===== src/rtl/fetch_pkg.sv =====
`default_nettype none
// ============================================================================
// Module   : fetch_pkg
// Purpose  : Shared types for pc_fetch: FSM states, queue entry, constants.
//            HALT exists only when FETCH_MISALIGN_CHECK_EN is defined.
// Revision : 1.0
// ============================================================================
package fetch_pkg;

  localparam int INSTR_W = 32;
  localparam int PC_W    = 32;
  localparam int PC_INC  = 4;

`ifdef FETCH_MISALIGN_CHECK_EN
  typedef enum logic [2:0] {
    ST_RESET_IDLE = 3'd0,
    ST_FETCH      = 3'd1,
    ST_WAIT       = 3'd2,
    ST_DRAIN      = 3'd3,
    ST_HALT       = 3'd4
  } fetch_state_e;
`else
  typedef enum logic [2:0] {
    ST_RESET_IDLE = 3'd0,
    ST_FETCH      = 3'd1,
    ST_WAIT       = 3'd2,
    ST_DRAIN      = 3'd3
  } fetch_state_e;
`endif

  typedef struct packed {
    logic [PC_W-1:0]    pc;
    logic [INSTR_W-1:0] instr;
  } fetch_entry_t;

endpackage
`default_nettype wire


===== src/rtl/pc_fetch_if.sv =====
`default_nettype none
// ============================================================================
// Module   : pc_fetch_if
// Purpose  : Instruction-memory request/response and decode-side handshake.
// Revision : 1.0
// ============================================================================
interface pc_fetch_if #(
  parameter int XLEN = 32
);
  import fetch_pkg::*;

  logic               imem_req_valid;
  logic [XLEN-1:0]    imem_req_addr;
  logic               imem_req_ready;
  logic               imem_rsp_valid;
  logic [INSTR_W-1:0] imem_rsp_data;
  logic               if_valid;
  logic [INSTR_W-1:0] if_instr;
  logic [XLEN-1:0]    if_pc;
  logic               if_ready;

  modport master (
    output imem_req_valid, imem_req_addr,
    input  imem_req_ready, imem_rsp_valid, imem_rsp_data,
    output if_valid, if_instr, if_pc,
    input  if_ready
  );

  modport slave (
    input  imem_req_valid, imem_req_addr,
    output imem_req_ready, imem_rsp_valid, imem_rsp_data,
    input  if_valid, if_instr, if_pc,
    output if_ready
  );

endinterface
`default_nettype wire


===== src/rtl/fetch_queue.sv =====
`default_nettype none
// ============================================================================
// Module   : fetch_queue
// Purpose  : Power-of-two FIFO of fetched {pc, instr} with synchronous flush.
// Revision : 1.0
// ============================================================================
module fetch_queue
  import fetch_pkg::*;
#(
  parameter  int FIFO_DEPTH = 2,
  localparam int PTR_W      = $clog2(FIFO_DEPTH),
  localparam int CNT_W      = $clog2(FIFO_DEPTH + 1)
) (
  input  logic             clk,
  input  logic             rst_n,
  input  logic             flush,
  input  logic             push,
  input  logic             pop,
  input  fetch_entry_t     din,
  output fetch_entry_t     dout,
  output logic [CNT_W-1:0] count,
  output logic             full,
  output logic             empty
);

  fetch_entry_t     mem_q [FIFO_DEPTH];
  fetch_entry_t     mem_d [FIFO_DEPTH];
  logic [PTR_W-1:0] wr_ptr_q, wr_ptr_d;
  logic [PTR_W-1:0] rd_ptr_q, rd_ptr_d;
  logic [CNT_W-1:0] count_q, count_d;
  logic             do_push, do_pop;

  assign full    = (count_q == CNT_W'(FIFO_DEPTH));
  assign empty   = (count_q == '0);
  assign do_pop  = pop && !empty;
  assign do_push = push && (!full || do_pop);

  // Depth is a power of two, so pointers wrap at FIFO_DEPTH by overflow.
  always_comb begin
    mem_d    = mem_q;
    wr_ptr_d = wr_ptr_q;
    rd_ptr_d = rd_ptr_q;
    count_d  = count_q;
    if (flush) begin
      wr_ptr_d = '0;
      rd_ptr_d = '0;
      count_d  = '0;
    end else begin
      if (do_push) begin
        mem_d[wr_ptr_q] = din;
        wr_ptr_d        = wr_ptr_q + PTR_W'(1);
      end
      if (do_pop) begin
        rd_ptr_d = rd_ptr_q + PTR_W'(1);
      end
      case ({do_push, do_pop})
        2'b10:   count_d = count_q + CNT_W'(1);
        2'b01:   count_d = count_q - CNT_W'(1);
        default: count_d = count_q;
      endcase
    end
  end

  always_ff @(posedge clk or negedge rst_n) begin
    if (!rst_n) begin
      for (int i = 0; i < FIFO_DEPTH; i++) begin
        mem_q[i] <= '0;
      end
      wr_ptr_q <= '0;
      rd_ptr_q <= '0;
      count_q  <= '0;
    end else begin
      mem_q    <= mem_d;
      wr_ptr_q <= wr_ptr_d;
      rd_ptr_q <= rd_ptr_d;
      count_q  <= count_d;
    end
  end

  assign dout  = mem_q[rd_ptr_q];
  assign count = count_q;

endmodule
`default_nettype wire


===== src/rtl/pc_fetch.sv =====
`default_nettype none
// ============================================================================
// Module   : pc_fetch
// Purpose  : PC register, single-outstanding imem fetch and decode queue.
//            FETCH_MISALIGN_CHECK_EN adds the sticky misaligned flag and HALT.
// Revision : 1.0
// ============================================================================
module pc_fetch
  import fetch_pkg::*;
#(
  parameter int              XLEN       = 32,
  parameter logic [XLEN-1:0] RESET_PC   = '0,
  parameter int              FIFO_DEPTH = 2
) (
  input  logic            clk,
  input  logic            rst_n,
  input  logic            pcMux,
  input  logic [XLEN-1:0] branch_target,
  input  logic            stall,
  pc_fetch_if.master      bus
`ifdef FETCH_MISALIGN_CHECK_EN
  ,
  output logic            misaligned
`endif
);

  localparam int CNT_W = $clog2(FIFO_DEPTH + 1);

  fetch_state_e     state_q, state_d;
  logic [XLEN-1:0]  pc_q, pc_d;
  logic [XLEN-1:0]  tag_q, tag_d;
  logic [XLEN-1:0]  target;
  logic             redirect;
  logic             req_valid;
  logic             q_flush, q_push, q_pop, q_full, q_empty;
  logic [CNT_W-1:0] q_count;
  fetch_entry_t     q_din, q_dout;
  logic             unused_q_count;

`ifdef FETCH_MISALIGN_CHECK_EN
  logic mis_q, mis_d;
  logic misalign_hit;

  assign target       = branch_target;
  assign misalign_hit = |branch_target[1:0];
  // HALT is terminal: later redirects are ignored until reset.
  assign redirect     = pcMux && (state_q != ST_HALT);
  assign misaligned   = mis_q;
`else
  logic unused_tgt_lsb;

  assign target         = {branch_target[XLEN-1:2], 2'b00};
  assign unused_tgt_lsb = ^branch_target[1:0];
  assign redirect       = pcMux;
`endif

  always_comb begin
    state_d   = state_q;
    pc_d      = pc_q;
    tag_d     = tag_q;
    q_flush   = 1'b0;
    q_push    = 1'b0;
    req_valid = 1'b0;
`ifdef FETCH_MISALIGN_CHECK_EN
    mis_d     = mis_q;
`endif
    case (state_q)
      ST_RESET_IDLE: state_d = ST_FETCH;
      ST_FETCH: begin
        req_valid = !stall && !pcMux && !q_full;
        if (req_valid && bus.imem_req_ready) begin
          tag_d   = pc_q;
          pc_d    = pc_q + XLEN'(PC_INC);
          state_d = ST_WAIT;
        end
      end
      ST_WAIT: begin
        if (bus.imem_rsp_valid) begin
          q_push  = 1'b1;
          state_d = ST_FETCH;
        end
      end
      ST_DRAIN: begin
        if (bus.imem_rsp_valid) begin
          state_d = ST_FETCH;
        end
      end
`ifdef FETCH_MISALIGN_CHECK_EN
      ST_HALT: state_d = ST_HALT;
`endif
      default: state_d = ST_RESET_IDLE;
    endcase

    // A response landing with the redirect is consumed here, so nothing is
    // left in flight and DRAIN would otherwise wait forever.
    if (redirect) begin
      pc_d    = target;
      q_flush = 1'b1;
      q_push  = 1'b0;
      state_d = ((state_q == ST_WAIT || state_q == ST_DRAIN) && !bus.imem_rsp_valid)
                ? ST_DRAIN : ST_FETCH;
`ifdef FETCH_MISALIGN_CHECK_EN
      if (misalign_hit) begin
        mis_d   = 1'b1;
        state_d = ST_HALT;
      end
`endif
    end
  end

  always_ff @(posedge clk or negedge rst_n) begin
    if (!rst_n) begin
      state_q <= ST_RESET_IDLE;
      pc_q    <= RESET_PC;
      tag_q   <= '0;
`ifdef FETCH_MISALIGN_CHECK_EN
      mis_q   <= 1'b0;
`endif
    end else begin
      state_q <= state_d;
      pc_q    <= pc_d;
      tag_q   <= tag_d;
`ifdef FETCH_MISALIGN_CHECK_EN
      mis_q   <= mis_d;
`endif
    end
  end

  assign q_pop          = !q_empty && bus.if_ready;
  assign q_din.pc       = tag_q;
  assign q_din.instr    = bus.imem_rsp_data;
  assign unused_q_count = ^q_count;

  fetch_queue #(
    .FIFO_DEPTH (FIFO_DEPTH)
  ) u_queue (
    .clk   (clk),
    .rst_n (rst_n),
    .flush (q_flush),
    .push  (q_push),
    .pop   (q_pop),
    .din   (q_din),
    .dout  (q_dout),
    .count (q_count),
    .full  (q_full),
    .empty (q_empty)
  );

  assign bus.imem_req_valid = req_valid;
  assign bus.imem_req_addr  = pc_q;
  assign bus.if_valid       = !q_empty;
  assign bus.if_instr       = q_dout.instr;
  assign bus.if_pc          = q_dout.pc;

endmodule
`default_nettype wire


===== src/flat_wrapper.sv =====
// flat-port wrapper written by rule: the top's interface ports become plain ports
module pc_fetch_flat import fetch_pkg::*;
#(
  parameter int              XLEN       = 32,
  parameter logic [XLEN-1:0] RESET_PC   = '0,
  parameter int              FIFO_DEPTH = 2
)
  (clk, rst_n, pcMux, branch_target, stall, bus_imem_req_valid, bus_imem_req_addr, bus_imem_req_ready, bus_imem_rsp_valid, bus_imem_rsp_data, bus_if_valid, bus_if_instr, bus_if_pc, bus_if_ready);
  pc_fetch_if #(.XLEN(XLEN)) bus_i ();
  input  logic clk;
  input  logic rst_n;
  input  logic pcMux;
  input  logic [XLEN-1:0] branch_target;
  input  logic stall;
  output wire logic [$bits(bus_i.imem_req_valid)-1:0] bus_imem_req_valid;
  output wire logic [$bits(bus_i.imem_req_addr)-1:0] bus_imem_req_addr;
  input wire logic [$bits(bus_i.imem_req_ready)-1:0] bus_imem_req_ready;
  input wire logic [$bits(bus_i.imem_rsp_valid)-1:0] bus_imem_rsp_valid;
  input wire logic [$bits(bus_i.imem_rsp_data)-1:0] bus_imem_rsp_data;
  output wire logic [$bits(bus_i.if_valid)-1:0] bus_if_valid;
  output wire logic [$bits(bus_i.if_instr)-1:0] bus_if_instr;
  output wire logic [$bits(bus_i.if_pc)-1:0] bus_if_pc;
  input wire logic [$bits(bus_i.if_ready)-1:0] bus_if_ready;
  assign bus_imem_req_valid = bus_i.imem_req_valid;
  assign bus_imem_req_addr = bus_i.imem_req_addr;
  assign bus_i.imem_req_ready = bus_imem_req_ready;
  assign bus_i.imem_rsp_valid = bus_imem_rsp_valid;
  assign bus_i.imem_rsp_data = bus_imem_rsp_data;
  assign bus_if_valid = bus_i.if_valid;
  assign bus_if_instr = bus_i.if_instr;
  assign bus_if_pc = bus_i.if_pc;
  assign bus_i.if_ready = bus_if_ready;
  pc_fetch #(.XLEN(XLEN), .RESET_PC(RESET_PC), .FIFO_DEPTH(FIFO_DEPTH)) u_core (.clk(clk), .rst_n(rst_n), .pcMux(pcMux), .branch_target(branch_target), .stall(stall), .bus(bus_i));
endmodule

===== config.mk =====
export PLATFORM = sky130hd
export DESIGN_NAME = pc_fetch_flat
export DESIGN_NICKNAME = d
export VERILOG_FILES = /design/src/rtl/fetch_pkg.sv /design/src/rtl/pc_fetch_if.sv /design/src/rtl/fetch_queue.sv /design/src/rtl/pc_fetch.sv /design/src/flat_wrapper.sv
export SDC_FILE = /design/constraint.sdc
export NUM_CORES = 1
export LEC_CHECK = 0
export CELL_PAD_IN_SITES_DETAIL_PLACEMENT = 1
export CELL_PAD_IN_SITES_GLOBAL_PLACEMENT = 2
export CORE_MARGIN = 2
export CORE_UTILIZATION = 35
export DETAILED_ROUTE_END_ITERATION = 10
export GPL_TIMING_DRIVEN = 0
export PLACE_DENSITY = 0.88
export SLEW_MARGIN = 0
export SYNTH_ARGS = -nofsm -noshare
export SYNTH_HDL_FRONTEND = slang
export SYNTH_HIERARCHICAL = 1
export SYNTH_SLANG_ARGS = --single-unit

===== constraint.sdc =====
create_clock -name clk -period 3.05 [get_ports clk]
set_clock_uncertainty 0.15 [all_clocks]
set_input_delay 0.915 -clock clk [delete_from_list [all_inputs] [get_ports clk]]
set_output_delay 0.915 -clock clk [all_outputs]
set_load 0.05 [all_outputs]

==> results.md <==
* Run status: complete, no violations
* DRC violations left at 0
* Cells taking the most area after synthesis: sky130_fd_sc_hd__dfrtp_1, sky130_fd_sc_hd__mux2_2, sky130_fd_sc_hd__mux2_4, sky130_fd_sc_hd__nand2_1, sky130_fd_sc_hd__o21ai_1
* FF-to-FF Start: u_core/u_queue/count[1]
* Maximum number of pins on one net before global-route repair at 115
* Share of synthesized area spent on multiplexers at 26.3%
* Final Setup Violations at 0
* Sequential share of power at 48.1%
* Via count of the first global-routing pass at 6782
* Internal Pwr Total at 4.21 mW
* Commonest non-fill, non-tap cells in the layout: sky130_fd_sc_hd__dfrtp_1, sky130_fd_sc_hd__mux2_2, sky130_fd_sc_hd__nand2_1
* Number of hold violations in the final report at 0
* Cell accounting for the most synthesized area: sky130_fd_sc_hd__dfrtp_1
* Switching share of power at 31.0%
* Remaining number of nets flagged by the antenna check after routing at 0
* Part of the power in combinational logic at 15.7%
* Cell area after synthesis at 9040 um2
* Detailed-route wire length per cell at 19.8 um
* Number of warnings issued by yosys at 6
* Via density at 5.02
* Port buffer count at 164
* Post-synthesis compound-gate area fraction at 5.15%
* CP Launch Type: primary input
* Initial DRT Pass Iterations at 4
* Fraction of met3 tracks used by global routing at 3.14%
* Critical Setup Path Class: primary input to output pin
* Kind of end point of the critical path: output pin
* Die W at 165 um
* Tot GR Track Use at 18.9%
* Total number of placement rows at 58
* Met2 track demand over resource in global routing at 31.2%
* Max Clock Freq at 0.335 GHz
* Drt initial violations at 304
* Worst Setup SP: stall
* Initial antenna violation count at 0
* Switching power of the nets at 1.90 mW
* Number of buffers between clock root and the deepest sink at 2
* Estimated wirelength of the detail-placed design at 17700 um
* Most common library cell in the layout ignoring fill and taps: sky130_fd_sc_hd__dfrtp_1
* Max rail drop VDD at 283 uV
* Synth Flop Type: sky130_fd_sc_hd__dfrtp_1
* Clock net sink count at 194
* Number of storage elements in the synthesis netlist at 194
* First-pass GRT wire length at 39400 um
* Die Footprint at 27100 um2
* Required @ worst endpoint at 1.98 ns
* Arrival @ worst endpoint at 1.92 ns
* Unrepaired setup endpoints after global routing: yes
* Clock power share at 36.3%
* Proportion of netlist area held by the largest area contributor at 53.7%
* Combinational family with the most area after synthesis: multiplexers
* Summed negative setup slack over all endpoints at 0 ns
* Clock-pin slew on the worst setup and hold paths at 0.08 ns
* Die H at 165 um
* Number of max-cap violations at 0
* Overflow left after global routing at 0
* Post-synth EDFFs at 0
* Net count, final at 982
* Via count at 6295
* Adder and majority cell fraction of the synthesized area at 0.138%
* Htree depth at 4
* Slew Viols, Final at 0
* Area growth from synthesis to layout at 30.1%
* CTS tree: done
* Worst rel slew slack at 38.5%
* Met1 demand-to-capacity share in global routing at 26.5%
* Post-synthesis simple-gate area fraction at 10.9%
* Worst setup path endpoint: bus_imem_req_valid
* Total power of the final layout at 6.11 mW
* Quantity of hold-fixing buffers added after cts at 0
* Proportion of layout cells with a drive suffix above 1 at 35.5%
* Power density over the cells at 519 nW/um2
* Grt peak-use layer: met2
* Leak pwr at 5.77 nW
* Number of placed I/O pins at 169
* Starting Density at 35.8%
* Slack of the worst reg-to-reg path at 0.37 ns
* Setup slack after placement at -1.41 ns
* Final period util at 97.7%
* Async set or reset register ratio after synthesis at 100%
* Worst-Margin Slew at 0.923 ns
* Wirelength, routed at 24800 um
* Min setup slack post-route at 0.0689 ns
* Worst min-delay path category: register to register
* Post-Synth XOR/XNOR Area at 0.775%
* Synth cell types at 53
* Mean Syn Cell Area at 12.6 um2
* Number of clock buffers inserted by TritonCTS at 17
* Reg2reg end: u_core/u_queue/mem_q[70]
* Part of the Yosys area used for sequential elements at 53.7%
* Final GP Congestion at 0.824
* Post-route core utilization at 46.6%
* Ant diodes at 0
* Core ar. at 25300 um2
* Number of cells on the worst reg-to-reg path at 7
* Library cell used as clock root buffer: sky130_fd_sc_hd__clkbuf_16
* Cells after Synth at 716
* Clock period minus worst slack at 2.98 ns
* Clock latency at the later pin of the worst-skew pair at 0.43 ns
* Max Fanout on Critical Path at 3
[power groups by stage]
stage               combinational, mW  clock, mW  sequential, mW
floorplan                       0.446          0            3.06
global placement                0.963          0            2.97
detailed placement              0.985          0            2.98
CTS                             0.968       2.29            2.94
global route                     1.03       2.38            2.97
finish                          0.957       2.22            2.94
[cell families (layout without fill, tap and decap cells)]
logic type | Yosys count | count (layout)
other | 1 | 6
AO/OA/AOI/OAI | 70 | 70
XOR/XNOR | 8 | 8
flip-flops | 194 | 194
multiplexers | 195 | 195
buffers and inverters | 50 | 252
adder cells (fa/ha/maj) | 1 | 1
AND/OR/NAND/NOR | 197 | 197
[routing by layer]
layer	routed length, um	vias to the layer above	share of wire [%]
li1	-	2917	-
met4	120	0	0.48
met1	11700	3215	47
met2	11800	154	48
met3	1120	9	4.5
met5	0	-	0
[area by class of cell]
class,instances,area [um2]
Buffer,42,328
Clock buffer,17,425
Clock inverter,15,165
Fill cell,2681,13500
Inverter,8,30.0
Multi-Input combinational cell,477,3960
Sequential cell,194,4850
Tap cell,330,413
Timing Repair Buffer,170,1590
[worst max-delay path, cell delays in order]
cell	delay [ns]
sky130_fd_sc_hd__clkdlybuf4s50_1	0.44
sky130_fd_sc_hd__nor3_4	0.19
sky130_fd_sc_hd__and3b_1	0.20
sky130_fd_sc_hd__buf_6	0.16
[sequential cells by signal (all words and copies together) (netlist names)]
name,count
u_core/tag_q,30
u_core/u_queue/count,2
u_core/state_q,2
u_core/u_queue/mem_q,128
u_core/u_queue/rd_ptr_q,1
u_core/u_queue/wr_ptr_q,1
u_core/bus.imem_req_addr,30
[metrics by stage]
step	instance area (um2)	std cells	hold slack (ns)
after floorplan	9080	721	0.308
after global placement	11100	1215	0.333
after detailed placement	11200	1216	0.341
after CTS	11800	1253	0.357
after global routing	11800	1253	0.373
final	11800	1253	0.354
[what timing repair did]
| item | 4_1_cts | 5_1_grt |
|---|---|---|
| gates cloned | 0 | 0 |
| endpoints found under the setup margin | 216 | 51 |
| buffers inserted | 5 | 0 |
| resized for setup | 253 | 5 |
| pin swaps | 2 | 0 |
[Yosys cell counts (4+ instances only)]
cell	number
sky130_fd_sc_hd__dfrtp_1	194
sky130_fd_sc_hd__mux2_2	143
sky130_fd_sc_hd__nand2_1	123
sky130_fd_sc_hd__mux2_4	49
sky130_fd_sc_hd__o21ai_1	16
sky130_fd_sc_hd__clkbuf_1	14
sky130_fd_sc_hd__buf_2	13
sky130_fd_sc_hd__nand4_1	12
sky130_fd_sc_hd__o21ai_0	10
sky130_fd_sc_hd__nand3_1	9
sky130_fd_sc_hd__nor2_1	9
sky130_fd_sc_hd__o311ai_1	9
sky130_fd_sc_hd__inv_1	8
sky130_fd_sc_hd__buf_6	7
sky130_fd_sc_hd__o211ai_1	7
sky130_fd_sc_hd__a21oi_1	6
sky130_fd_sc_hd__and3_1	6
sky130_fd_sc_hd__buf_4	6
sky130_fd_sc_hd__a31oi_1	5
sky130_fd_sc_hd__and4_1	5
sky130_fd_sc_hd__xor2_1	5
sky130_fd_sc_hd__a22oi_1	4
sky130_fd_sc_hd__nand2b_1	4
sky130_fd_sc_hd__nor2b_1	4
sky130_fd_sc_hd__nor3_1	4
[worst min-delay path by stage]
stage | slack [ns] | cells past startpoint | endpoint | from
detailed placement | 0.34 | 1 | u_core/u_queue/mem_q[19] | u_core/u_queue/mem_q[19]
global placement | 0.33 | 2 | u_core/tag_q[7] | u_core/tag_q[7]
global route | 0.37 | 1 | u_core/u_queue/mem_q[47] | u_core/u_queue/mem_q[47]
finish | 0.35 | 2 | u_core/tag_q[25] | u_core/tag_q[25]
CTS | 0.36 | 1 | u_core/u_queue/mem_q[89] | u_core/u_queue/mem_q[89]
floorplan | 0.31 | 2 | u_core/tag_q[31] | u_core/tag_q[31]
No activity file was read; power rests on OpenSTA's default activity.
